==> src/rtl/apb_master_pkg.sv <==
// Shared types for the APB master bridge: FSM states, response record, default wait limit.
package apb_master_pkg;

    typedef enum logic [1:0] {
        StIdle,
        StSetup,
        StAccess,
        StResp
    } state_e;

    typedef struct packed {
        logic [31:0] rdata;
        logic        err;
        logic        timeout;
    } rsp_t;

    localparam int unsigned DefaultTimeoutCycles = 256;

endpackage

==> src/rtl/apb_master_wdog.sv <==
// ACCESS-phase wait counter; raises expired on the Limit-th consecutive enabled cycle.
module apb_master_wdog #(
    parameter int unsigned Limit = 256
) (
    input  logic clk,
    input  logic rst,
    input  logic en,
    output logic expired
);

    localparam int unsigned CntW = $clog2(Limit + 1);

    logic [CntW-1:0] cnt_q;

    assign expired = en && (cnt_q == CntW'(Limit - 1));

    always_ff @(posedge clk or posedge rst) begin
        if (rst) begin
            cnt_q <= '0;
        end else if (!en) begin
            cnt_q <= '0;
        end else if (!expired) begin
            cnt_q <= cnt_q + 1'b1;
        end
    end

endmodule

==> src/rtl/apb_master_bridge.sv <==
// Command/response to APB requester bridge with sticky interrupt flag.
// Optional ACCESS timeout is enabled by defining APB_MASTER_TIMEOUT_EN.
module apb_master_bridge
    import apb_master_pkg::*;
#(
    parameter int unsigned APB_ADDR_WIDTH = 12,
    parameter int unsigned TIMEOUT_CYCLES = DefaultTimeoutCycles
) (
    input  logic                      HCLK,
    input  logic                      HRESET,
    input  logic                      cmd_valid_i,
    output logic                      cmd_ready_o,
    input  logic                      cmd_write_i,
    input  logic [APB_ADDR_WIDTH-1:0] cmd_addr_i,
    input  logic [31:0]               cmd_wdata_i,
    output logic                      rsp_valid_o,
    input  logic                      rsp_ready_i,
    output logic [31:0]               rsp_rdata_o,
    output logic                      rsp_err_o,
    output logic                      rsp_timeout_o,
    output logic                      PSEL,
    output logic                      PENABLE,
    output logic                      PWRITE,
    output logic [APB_ADDR_WIDTH-1:0] PADDR,
    output logic [31:0]               PWDATA,
    input  logic [31:0]               PRDATA,
    input  logic                      PREADY,
    input  logic                      PSLVERR,
    input  logic                      interrupt_i,
    input  logic                      irq_clr_i,
    output logic                      irq_pending_o
);

    state_e                    state_q, state_d;
    logic [APB_ADDR_WIDTH-1:0] addr_q, addr_d;
    logic                      write_q, write_d;
    logic [31:0]               wdata_q, wdata_d;
    rsp_t                      rsp_q, rsp_d;
    logic                      irq_q, irq_d;
    logic                      int_prev_q;
    logic                      timeout_hit;

`ifdef APB_MASTER_TIMEOUT_EN
    apb_master_wdog #(
        .Limit (TIMEOUT_CYCLES)
    ) u_wdog (
        .clk     (HCLK),
        .rst     (HRESET),
        .en      (state_q == StAccess),
        .expired (timeout_hit)
    );
`else
    logic unused_timeout_cycles;
    assign unused_timeout_cycles = ^TIMEOUT_CYCLES;
    assign timeout_hit = 1'b0;
`endif

    always_comb begin
        state_d = state_q;
        addr_d  = addr_q;
        write_d = write_q;
        wdata_d = wdata_q;
        rsp_d   = rsp_q;
        unique case (state_q)
            StIdle: begin
                if (cmd_valid_i) begin
                    addr_d  = cmd_addr_i;
                    write_d = cmd_write_i;
                    wdata_d = cmd_wdata_i;
                    // Unaligned commands are rejected without touching the bus.
                    if (cmd_addr_i[1:0] != 2'b00) begin
                        rsp_d   = '{rdata: 32'h0, err: 1'b1, timeout: 1'b0};
                        state_d = StResp;
                    end else begin
                        state_d = StSetup;
                    end
                end
            end
            StSetup: state_d = StAccess;
            StAccess: begin
                if (PREADY) begin
                    rsp_d   = '{rdata: write_q ? 32'h0 : PRDATA, err: PSLVERR, timeout: 1'b0};
                    state_d = StResp;
                end else if (timeout_hit) begin
                    rsp_d   = '{rdata: 32'h0, err: 1'b1, timeout: 1'b1};
                    state_d = StResp;
                end
            end
            StResp: begin
                if (rsp_ready_i) begin
                    state_d = StIdle;
                end
            end
            default: state_d = StIdle;
        endcase
    end

    // A fresh rising edge of the interrupt beats a simultaneous clear.
    always_comb begin
        irq_d = irq_q;
        if (interrupt_i && !int_prev_q) begin
            irq_d = 1'b1;
        end else if (irq_clr_i) begin
            irq_d = 1'b0;
        end
    end

    always_ff @(posedge HCLK or posedge HRESET) begin
        if (HRESET) begin
            state_q    <= StIdle;
            addr_q     <= '0;
            write_q    <= 1'b0;
            wdata_q    <= 32'h0;
            rsp_q      <= '0;
            irq_q      <= 1'b0;
            int_prev_q <= 1'b0;
        end else begin
            state_q    <= state_d;
            addr_q     <= addr_d;
            write_q    <= write_d;
            wdata_q    <= wdata_d;
            rsp_q      <= rsp_d;
            irq_q      <= irq_d;
            int_prev_q <= interrupt_i;
        end
    end

    assign cmd_ready_o   = (state_q == StIdle);
    assign PSEL          = (state_q == StSetup) || (state_q == StAccess);
    assign PENABLE       = (state_q == StAccess);
    assign PWRITE        = write_q;
    assign PADDR         = addr_q;
    assign PWDATA        = wdata_q;
    assign rsp_valid_o   = (state_q == StResp);
    assign rsp_rdata_o   = rsp_q.rdata;
    assign rsp_err_o     = rsp_q.err;
    assign rsp_timeout_o = rsp_q.timeout;
    assign irq_pending_o = irq_q;

endmodule

==> config.mk <==
export PLATFORM = sky130hd
export DESIGN_NAME = apb_master_bridge
export DESIGN_NICKNAME = d
export VERILOG_FILES = /design/src/rtl/apb_master_pkg.sv /design/src/rtl/apb_master_wdog.sv /design/src/rtl/apb_master_bridge.sv
export SDC_FILE = /design/constraint.sdc
export NUM_CORES = 1
export LEC_CHECK = 0
export ABC_AREA = 1
export CORE_MARGIN = 2
export CORE_UTILIZATION = 44
export CTS_CLUSTER_SIZE = 10
export DETAILED_ROUTE_END_ITERATION = 12
export PLACE_DENSITY = 0.86
export SYNTH_ARGS = -nofsm -noshare
export SYNTH_HDL_FRONTEND = slang
export SYNTH_SLANG_ARGS = --single-unit
==> constraint.sdc <==
create_clock -name HCLK -period 6.45 [get_ports HCLK]
set_input_delay 1.29 -clock HCLK [delete_from_list [all_inputs] [get_ports HCLK]]
set_output_delay 1.29 -clock HCLK [all_outputs]
set_load 0.03 [all_outputs]
==> metrics.txt <==
worst vdd rail ir drop between 0.3 and 0.4 mV; Tightest Hold Check Type flop to flop; kind of critical path input pin to flop; area taken by flip-flops and latches 2052 um2; sequential fraction of the synthesis area between 50% and 60%; insertion delay to the later sink of the worst-skew pair approximately 0.34 ns; part of the power in registers between 30% and 40%; number of antenna-violating nets in the routed design 0; standard-cell row count 32; Total Negative Setup Slacks 0 ns; setup repair after global routing missed its margin no; Post-synth top flop dfrtp_1; clock skew 0.01192 ns; cell internal pwr approximately 1.6 mW; MaxCap Viol Count 0; cell chain of the critical path clkdlybuf4s50_1, o21ai_1, nand2_1, nand2_2, nand2_1, nand2_1; diodes inserted 0; number of standard cells after synthesis roughly 350; Min Hold Slack between 0.4 and 0.5 ns; data arrival time at the worst-slack endpoint around 3.6 ns; Critical Path End Type flop; Slowest cell on crit path nand2_1; clock tree sinks 82; global placement routability congestion 0.7350; final hold violations 0; combinational group share of total power roughly 56%; cell leakage power between 2 and 3 nW; fraction of final layout cells with drive strength greater than 1 a little under an eighth; core area approximately 7700 um2; vias in the first global route between 2,000 and 3,000; dominant cells by area after synthesis dfrtp_1 (58%), mux2_2 (13%), nand2_1 (8.2%); Achievable Freq just under 300 MHz; list of most frequent post-synthesis cells dfrtp_1 (82), nand2_1 (77), inv_1 (43); required arrival time at the worst endpoint 6.67 ns; fraction of synthesized cell area taken by the top area cell type a little under 60%; net switching share of the total power 43.26%; die boundary width 93.33 um; average vias per placed instance 4.760; crit path buf inv count 1; result of the run finished clean; most frequent cell after synthesis dfrtp_1; Total GRT Usage about a fifth; wire length of the first global-routing pass 13.59 mm; HPWL after DPL around 6.3 mm; maximum number of pins on one net before global-route repair 83; initial core utilization a little under half; post-CTS repair timing setup buffer count 0; length of the first detailed-routing pass in iterations 4; post_cts resized 0; Slew Limit Fails 0; TritonCTS clock tree done; CP most frequent cell nand2_1; drt wl/cell around 14 um; Die Y-Extent a little over 90 um; kind of launch point of the worst setup path input pin; clk buf depth 2; Post-synth EDFFs 0; post-layout worst setup margin a little over 3 ns; number of distinct library cells after synthesis 20; total wire length after detailed routing ~8.6 mm; clock root cell clkbuf_8; total DRC errors in the routed layout 0; area taken by multi-input logic gates 1179 um2; antenna violations before repair 0; routed vias approximately 2,900; area grow syn2layout 53.14%; total standard cell area after synthesis between 3000 and 4000 um2; number of buffers created by CTS 9; Mapped Nets ~430; Hold-fix buffers, CTS 0; number of top-level design ports approximately 170; DR iter-0 viols 67; post-layout minimum cycle time between 3 and 4 ns; number of port buffers between 150 and 200; Power Density around 510 nW/um2; peak fanout along the critical path 34; placed cell area 5204 um2; H-tree Lvls 3; aggregate global routing overflow 0; Syn Area/Cell roughly 10 um2; fraction of registers with async set or reset after synthesis 100.0%; Max-slew headroom between 20% and 30%; kind of cell with the highest combined delay on the critical path simple AND/OR/NAND/NOR gates; Final Setup Violations 0; Yosys warnings 0; number of nets at the end of the flow about 600; Tcrit/Tclk final 52.68%; Seq cells post-synth 82; part of the total power dissipated in the clock network about an eighth; die footprint around 8700 um2; fillers roughly 580; final core utilization 69.58%; Worst-Margin Slew roughly 1.1 ns; post-synth top area cell dfrtp_1; post-layout instance area roughly 5400 um2; pre-CTS setup slack 2.676 ns; P_sw 1.184 mW; clock edge transition at the registers on the reported setup and hold paths ~0.080 ns; Largest stage delay, worst path 0.81 ns
-- metal layers --
layer	share of wire, %	vias up	wire length, um	global-route usage (%)
met4	2.3	0	201	8.333
met1	38	1401	3321	22.79
met5	0	-	0	0
li1	-	1389	-	-
met3	8.3	15	715	6.688
met2	51	108	4395	33.99
-- final cells by class --
type                       instances  area share [%]
clock inverter                     4          0.8378
tap                              102           2.374
inverter                          44           3.095
multi-input combinational        202           21.92
clock buffer                      10           2.374
sequential                        82           38.17
timing repair buffer             168           31.23
-- worst reg2reg max path, delay by kind of cell (launching register included) --
| kind | cells | cell delay (ns) |
|---|---|---|
| adders and majority gates | 1 | 0.30 |
| DFF | 1 | 0.40 |
| and+or+nand+nor | 5 | 1.83 |
| buffers and inverters | 1 | 0.12 |
-- path summary, 6_finish.rpt --
path / start / endpoint / slack [ns] / cells after the start
worst min-delay path: int_prev_q / irq_pending_o / 0.45 / 1
worst max-delay path: cmd_addr_i[0] / rsp_rdata_o[11] / 3.05 / 6
worst min register to register: int_prev_q / irq_pending_o / 0.45 / 1
min in group asynchronous: HRESET / PWDATA[12] / 1.59 / 3
worst max register to register: state_q[0] / rsp_rdata_o[11] / 3.67 / 7
max in group asynchronous: HRESET / PWDATA[9] / 4.17 / 3
-- power groups by stage --
stage	logic, mW	clock network, mW	registers, mW
final	1.54	0.338	0.860
after global routing	1.64	0.370	0.885
after CTS	1.56	0.349	0.862
after detailed placement	1.55	0	0.872
after global placement	1.52	0	0.858
after floorplan	0.512	0	1.30
-- layout by cell type (no fill, tap or decap), drive strengths merged, types with 10 or more instances in the layout --
master,synthesis,layout
clkdlybuf4s50,0,167
dfrtp,82,82
nand2,79,79
mux2,44,44
inv,44,43
nor2,35,35
nand3,33,33
clkbuf,1,10
-- through the flow --
stage                     power, mW  std cells
after floorplan               1.808        345
after global placement        2.377        598
after detailed placement      2.424        598
after CTS                     2.769        612
after global routing          2.892        612
final                         2.738        612
-- sequential cells by signal, summed over array words and instances, names as in the netlist --
signal,flops
PWRITE,1
PADDR,12
rsp_rdata_o,32
rsp_err_o,1
irq_pending_o,1
int_prev_q,1
state_q,2
PWDATA,32
-- kinds of logic after synthesis --
family | after synthesis | share of synthesized area [%]
AO/OA/AOI/OAI | 6 | 0.8907
adder cells (fa/ha/maj) | 4 | 1.426
buffers and inverters | 61 | 7.982
flip-flops | 82 | 58.45
multiplexers | 44 | 14.11
other | 1 | 0.1068
AND/OR/NAND/NOR | 147 | 17.04
(Power assumes the default switching activity.)
